--- config.mk ---
export PLATFORM = sky130hd
export DESIGN_NAME = control_sequencer
export DESIGN_NICKNAME = d
export VERILOG_FILES = /design/src/rtl/seq_pkg.sv /design/src/rtl/control_sequencer_instr_decode.sv /design/src/rtl/control_sequencer.sv
export SDC_FILE = /design/constraint.sdc
export NUM_CORES = 1
export LEC_CHECK = 0
export CORE_MARGIN = 2
export CORE_UTILIZATION = 30
export CTS_BUF_LIST = sky130_fd_sc_hd__clkbuf_16
export DETAILED_ROUTE_END_ITERATION = 8
export SYNTH_ARGS = -nofsm -noshare
export SYNTH_HDL_FRONTEND = slang
export SYNTH_SLANG_ARGS = --single-unit
--- constraint.sdc ---
create_clock -name clock -period 3.3 [get_ports clock]
set_clock_uncertainty 0.1 [all_clocks]
set_input_delay 0.99 -clock clock [delete_from_list [all_inputs] [get_ports clock]]
set_output_delay 0.99 -clock clock [all_outputs]
set_load 0.01 [all_outputs]
--- src/rtl/seq_pkg.sv ---
// Shared encodings, instruction layout and control bundle for the control sequencer.
package seq_pkg;

  localparam int unsigned INSTR_W  = 32;
  localparam int unsigned DATA_W   = 64;
  localparam int unsigned REG_W    = 5;
  localparam int unsigned OP_W     = 4;
  localparam int unsigned IMM_W    = 13;
  localparam int unsigned FS_W     = 5;
  localparam int unsigned STATUS_W = 4;
  localparam int unsigned BR_W     = 8;

  // Instruction field positions (LSB of each field)
  localparam int unsigned OP_LSB  = 28;
  localparam int unsigned RD_LSB  = 23;
  localparam int unsigned RN_LSB  = 18;
  localparam int unsigned RM_LSB  = 13;
  localparam int unsigned IMM_LSB = 0;

  localparam logic [REG_W-1:0] XZR = 5'd31;

  localparam logic [OP_W-1:0] OP_NOP   = 4'd0;
  localparam logic [OP_W-1:0] OP_ADD   = 4'd1;
  localparam logic [OP_W-1:0] OP_SUB   = 4'd2;
  localparam logic [OP_W-1:0] OP_SHR   = 4'd3;
  localparam logic [OP_W-1:0] OP_ADDI  = 4'd4;
  localparam logic [OP_W-1:0] OP_LOAD  = 4'd5;
  localparam logic [OP_W-1:0] OP_STORE = 4'd6;
  localparam logic [OP_W-1:0] OP_BZ    = 4'd7;
  localparam logic [OP_W-1:0] OP_HALT  = 4'd15;

  localparam logic [FS_W-1:0] FS_ADD = 5'b10000;
  localparam logic [FS_W-1:0] FS_SUB = 5'b10010;
  localparam logic [FS_W-1:0] FS_SHR = 5'b10100;

  typedef enum logic [2:0] {
    S_IDLE,
    S_FETCH,
    S_DECODE,
    S_EXEC,
    S_MEM,
    S_WB,
    S_HALTED
  } state_e;

  typedef struct packed {
    logic [OP_W-1:0]  op;
    logic [REG_W-1:0] rd;
    logic [REG_W-1:0] rn;
    logic [REG_W-1:0] rm;
    logic [IMM_W-1:0] imm;
  } instr_t;

  typedef struct packed {
    logic [FS_W-1:0] sel;
    logic            cin;
    logic            mux_sel;
    logic            needs_mem;
    logic            needs_wb;
    logic            is_branch;
    logic            is_halt;
  } dec_t;

  // Everything the sequencer drives toward the datapath and fetch port
  typedef struct packed {
    logic              instr_req;
    logic              write;
    logic [REG_W-1:0]  write_reg;
    logic [DATA_W-1:0] data;
    logic [REG_W-1:0]  read_a;
    logic [REG_W-1:0]  read_b;
    logic [FS_W-1:0]   sel;
    logic              mux_sel;
    logic              cin;
    logic [DATA_W-1:0] const_out;
    logic              write_ram;
    logic              busy;
    logic              halted;
  } ctrl_t;

endpackage

--- src/rtl/control_sequencer_instr_decode.sv ---
// Opcode to datapath-control decode; purely combinational.
module instr_decode
  import seq_pkg::*;
(
  input  logic [OP_W-1:0] op_i,
  output dec_t            dec_c_o
);

  always_comb begin
    dec_c_o = '0;
    case (op_i)
      OP_ADD: begin
        dec_c_o.sel      = FS_ADD;
        dec_c_o.needs_wb = 1'b1;
      end
      OP_SUB: begin
        dec_c_o.sel      = FS_SUB;
        dec_c_o.cin      = 1'b1;
        dec_c_o.needs_wb = 1'b1;
      end
      OP_SHR: begin
        dec_c_o.sel      = FS_SHR;
        dec_c_o.needs_wb = 1'b1;
      end
      OP_ADDI: begin
        dec_c_o.sel      = FS_ADD;
        dec_c_o.mux_sel  = 1'b1;
        dec_c_o.needs_wb = 1'b1;
      end
      OP_LOAD: begin
        dec_c_o.sel       = FS_ADD;
        dec_c_o.mux_sel   = 1'b1;
        dec_c_o.needs_mem = 1'b1;
        dec_c_o.needs_wb  = 1'b1;
      end
      OP_STORE: begin
        dec_c_o.sel       = FS_ADD;
        dec_c_o.mux_sel   = 1'b1;
        dec_c_o.needs_mem = 1'b1;
      end
      // rn is passed through the adder (+0) so Z reports rn == 0
      OP_BZ: begin
        dec_c_o.sel       = FS_ADD;
        dec_c_o.mux_sel   = 1'b1;
        dec_c_o.is_branch = 1'b1;
      end
      OP_HALT: dec_c_o.is_halt = 1'b1;
      default: ;
    endcase
  end

endmodule

--- src/rtl/control_sequencer.sv ---
// Multi-cycle fetch/decode/execute sequencer driving the alu_reg_ram datapath.
// Owns the pc, the latched instruction and the write-back result register.
module control_sequencer
  import seq_pkg::*;
#(
  parameter int unsigned PC_W = 8
) (
  input  logic                clock,
  input  logic                reset,
  input  logic                start,
  output logic [PC_W-1:0]     instrAddr,
  output logic                instrReq,
  input  logic [INSTR_W-1:0]  instrData,
  input  logic                instrValid,
  input  logic [DATA_W-1:0]   aluOut,
  input  logic [STATUS_W-1:0] status,
  input  logic [DATA_W-1:0]   ramOut,
  output logic                write,
  output logic [REG_W-1:0]    writeReg,
  output logic [DATA_W-1:0]   data,
  output logic [REG_W-1:0]    readA,
  output logic [REG_W-1:0]    readB,
  output logic [FS_W-1:0]     sel,
  output logic                muxSel,
  output logic                cin,
  output logic [DATA_W-1:0]   constOut,
  output logic                writeRam,
  output logic                busy,
  output logic                halted
);

  state_e            state_q, state_d;
  logic [PC_W-1:0]   pc_q, pc_d;
  instr_t            instr_q, instr_d;
  logic [DATA_W-1:0] result_q, result_d;
  logic              zflag_q, zflag_d;
  ctrl_t             ctrl_q, ctrl_d;
  dec_t              dec;

  // Only Z participates in sequencing; V/C/N belong to the datapath
  logic unused_flags;
  assign unused_flags = ^status[STATUS_W-1:1];

  instr_decode u_decode (
    .op_i    (instr_q.op),
    .dec_c_o (dec)
  );

  // State register and all sequencer flops
  always_ff @(posedge clock or negedge reset) begin
    if (!reset) begin
      state_q  <= S_IDLE;
      pc_q     <= '0;
      instr_q  <= '0;
      result_q <= '0;
      zflag_q  <= 1'b0;
      ctrl_q   <= '0;
    end else begin
      state_q  <= state_d;
      pc_q     <= pc_d;
      instr_q  <= instr_d;
      result_q <= result_d;
      zflag_q  <= zflag_d;
      ctrl_q   <= ctrl_d;
    end
  end

  // Next-state, pc and result sequencing
  always_comb begin
    state_d  = state_q;
    pc_d     = pc_q;
    instr_d  = instr_q;
    result_d = result_q;
    zflag_d  = zflag_q;
    case (state_q)
      S_IDLE: begin
        if (start) state_d = S_FETCH;
      end
      S_FETCH: begin
        if (instrValid) begin
          instr_d = instrData;
          state_d = S_DECODE;
        end
      end
      S_DECODE: begin
        state_d = dec.is_halt ? S_HALTED : S_EXEC;
      end
      S_EXEC: begin
        result_d = aluOut;
        zflag_d  = status[0];
        if (dec.is_branch && zflag_d) begin
          pc_d = pc_q + PC_W'($signed(instr_q.imm[BR_W-1:0]));
        end else begin
          pc_d = pc_q + PC_W'(1);
        end
        if (dec.needs_mem)     state_d = S_MEM;
        else if (dec.needs_wb) state_d = S_WB;
        else                   state_d = S_FETCH;
      end
      S_MEM: begin
        if (instr_q.op == OP_LOAD) result_d = ramOut;
        state_d = dec.needs_wb ? S_WB : S_FETCH;
      end
      S_WB:     state_d = S_FETCH;
      S_HALTED: state_d = S_HALTED;
      default:  state_d = S_IDLE;
    endcase
  end

  // Moore outputs computed from the upcoming state so they register cleanly.
  // When state_d is EXEC/MEM the instruction is stable, so decoding instr_q is valid.
  always_comb begin
    ctrl_d           = '0;
    ctrl_d.instr_req = (state_d == S_FETCH);
    ctrl_d.busy      = (state_d != S_IDLE) && (state_d != S_HALTED);
    ctrl_d.halted    = (state_d == S_HALTED);
    if (state_d inside {S_DECODE, S_EXEC, S_MEM, S_WB}) begin
      ctrl_d.read_a = instr_d.rn;
      ctrl_d.read_b = instr_d.rm;
    end
    if (state_d inside {S_EXEC, S_MEM}) begin
      ctrl_d.sel       = dec.sel;
      ctrl_d.cin       = dec.cin;
      ctrl_d.mux_sel   = dec.mux_sel;
      ctrl_d.const_out = dec.is_branch ? '0 : DATA_W'(instr_d.imm);
    end
    ctrl_d.write_ram = (state_d == S_MEM) && (instr_d.op == OP_STORE);
    if ((state_d == S_WB) && (instr_d.rd != XZR)) begin
      ctrl_d.write     = 1'b1;
      ctrl_d.write_reg = instr_d.rd;
      ctrl_d.data      = result_d;
    end
  end

  assign instrAddr = pc_q;
  assign instrReq  = ctrl_q.instr_req;
  assign write     = ctrl_q.write;
  assign writeReg  = ctrl_q.write_reg;
  assign data      = ctrl_q.data;
  assign readA     = ctrl_q.read_a;
  assign readB     = ctrl_q.read_b;
  assign sel       = ctrl_q.sel;
  assign muxSel    = ctrl_q.mux_sel;
  assign cin       = ctrl_q.cin;
  assign constOut  = ctrl_q.const_out;
  assign writeRam  = ctrl_q.write_ram;
  assign busy      = ctrl_q.busy;
  assign halted    = ctrl_q.halted;

endmodule

==> impl_metrics.ini <==
[run_status]
status = completed

[min_path]
hp-class = in2async

[pwr]
peakVddDrop_mv = 0.514
powerDensity_nw_per_um2 = 816
total_power_mw = 10.8
leakage_nw = 6.00

[clocking]
cts.clk_slew.worst_paths_ns = 0.06
cts_tree = done
cts_buffers = 24
clk_path_buf_depth = 3
clock_latency_ns = 0.51
cts_setup_buffers = 0
cts_hold_buffers = 0
cts_resized = 0
cts_sinks = 209
htree_levels = 1
root_buffer = clkbuf_16

[timing]
setup_violations = 0
tightest_slew_ns = 0.857
fmax_mhz = 339
slew_viol_final = 0
hold_violations = 0
fin_crit_ns = 2.95
slew_headroom_pct = 42.9
post-route-period-util_pct = 89.4
rsz0062_at_grt = no

[die]
start_util_pct = 30.7
die_area_um2 = 32900
io_pins = 331
fp.dieW_um = 181
core_area_um2 = 30700
die_y_um = 181
std_cell_rows = 64

[grt]
grt_remaining_overflow = 0
antenna_found_initial = 0
grt_pass1_vias = 7704
grt_first_pass_wirelength_um = 44000
grtUsageTotal_pct = 16.7
grt_start_max_net_pins = 76

[critical_path]
worst-endpoint-required_ns = 3.60
crit_arrival_ns = 3.25
critical_path_class = in2reg
cp-end-kind = register
start_kind = primary input
cp_max_fo = 65

[yosys]
ys_warn_count = 0
synth-seq-cells = 209
syn_inst = 848
synth_cell_types = 50
seq_area_frac_synth_pct = 55.4
syn_area_um2 = 9440
synth_edf_count = 0
syn_avg_cell_area_um2 = 11.1
synth_async_sr_flop_share_pct = 100
yosys_most_used_dff = dfrtp_1

[cells_and_area]
instances_no_fill = 1535
finalInstanceArea_um2 = 13300
drive_above_1_share_pct = 9.13
final_cell_mix = 273 x clkdlybuf4s50_1, 208 x dfrtp_1, 88 x o22ai_1
final_common_cell = clkdlybuf4s50_1
area_growth_pct = 40.8
diodes = 0
final_net_count = 1297

[drt]
drtIter0Drc = 416
viasPerCell = 4.81
routed_wl_um = 28100
via_count = 7377
drc = 0
wl_per_cell_um = 18.3
ant_nets = 0
first_pass_iters = 5

[place]
hpwl_um = 18200
place_inst = 1491
place_congestion = 0.762
numPortBuffers = 274
dpl_cell_area_um2 = 12600

[run]
drv_cap = 0
-- final cells by class --
| cell class | instances | area, um^2 |
|---|---|---|
| inverter | 11 | 41.3 |
| timing repair buffer | 309 | 3060 |
| clock inverter | 19 | 100 |
| sequential | 209 | 5230 |
| multi-input combinational | 566 | 3730 |
| fill | 2972 | 17500 |
| clock buffer | 25 | 626 |
| tap | 396 | 495 |
-- cells in the mapped netlist (all sizes together) (2+ instances only) --
library cell,instances,area [um^2]
a221oi,2,17.5
o21ai,9,45.0
clkbuf,44,165
dfrtp,209,5230
nor3,22,110
mux2,27,304
o22ai,88,551
and2,70,438
nor3b,3,27.5
nor2,16,60.1
a21o,2,15.0
or3,2,12.5
nor4b,2,17.5
mux2i,51,510
nand2,37,139
nand2b,7,43.8
o31ai,21,158
and3,3,18.8
xor2,3,26.3
a2111oi,2,17.5
ha,7,87.6
buf,70,517
a21boi,20,150
nor2b,26,163
nand3,5,25.0
inv,11,41.3
xnor2,2,17.5
nand3b,2,15.0
a21oi,68,340
nor4bb,2,20.0
-- final timing paths --
| kind | startpoint | end | slack, ns | cells after the start |
|---|---|---|---|---|
| max reg2reg | instr_q[30]$_DFF_PN0_ | instrAddr[6]$_DFFE_PN0N_ | 0.58 | 10 |
| max | instrValid | data[27]$_DFF_PN0_ | 0.35 | 9 |
| min | reset | result_q[9]$_DFF_PN0_ | 0.27 | 1 |
| max in group asynchronous | reset | state_q[1]$_DFF_PN0_ | 2.07 | 2 |
| min reg2reg | instr_q[10]$_DFF_PN0_ | instr_q[10]$_DFF_PN0_ | 0.39 | 1 |
| min in group clock | instr_q[10]$_DFF_PN0_ | instr_q[10]$_DFF_PN0_ | 0.39 | 1 |
-- through the flow --
stage	util [%]	TNS, ns	setup slack, ns	hold slack [ns]
after global placement	40.8	-6.45	-0.113	0.367
after floorplan	-	0	0.407	0.365
after detailed placement	40.8	-10.12	-0.173	0.382
final	43.2	0	0.350	0.268
after global routing	43.2	0	0.236	0.275
after CTS	43.2	0	0.381	0.263
-- power by group --
part	total, mW	internal, mW	switching [mW]
Clock	2.46	1.43	1.03
Sequential	3.88	3.38	0.492
Combinational	4.51	2.11	2.40
Total	10.8	6.92	3.92
-- critical path: stages --
cell and delay (ns):
clkdlybuf4s50_1 0.49, nor4bb_4 0.22, buf_4 0.20, mux2i_1 0.10, or4_4 0.55, o211ai_4 0.18
inv_2 0.06, buf_12 0.17, and2_1 0.21
-- cell families (layout without fill, tap and decap cells) --
| logic type | count (synthesis) | in the layout | share of synthesized area (%) |
|---|---|---|---|
| AOI/OAI and AO/OA | 221 | 221 | 14.7 |
| DFF | 209 | 209 | 55.4 |
| and+or+nand+nor | 201 | 201 | 12.0 |
| buffers and inverters | 125 | 364 | 7.66 |
| muxes | 78 | 78 | 8.63 |
| adders and majority gates | 8 | 8 | 1.14 |
| xor gates and xnor gates | 5 | 5 | 0.464 |
| other | 1 | 53 | 0.0397 |
-- per-layer routing --
metal | vias up | GRT usage [%] | routed length [um]
li1 | 3456 | - | -
met3 | 37 | 4.82 | 2150
met1 | 3613 | 21.5 | 12300
met5 | - | 0 | 0
met2 | 271 | 28.0 | 13000
met4 | 0 | 3.74 | 618
(Power assumes the default switching activity.)
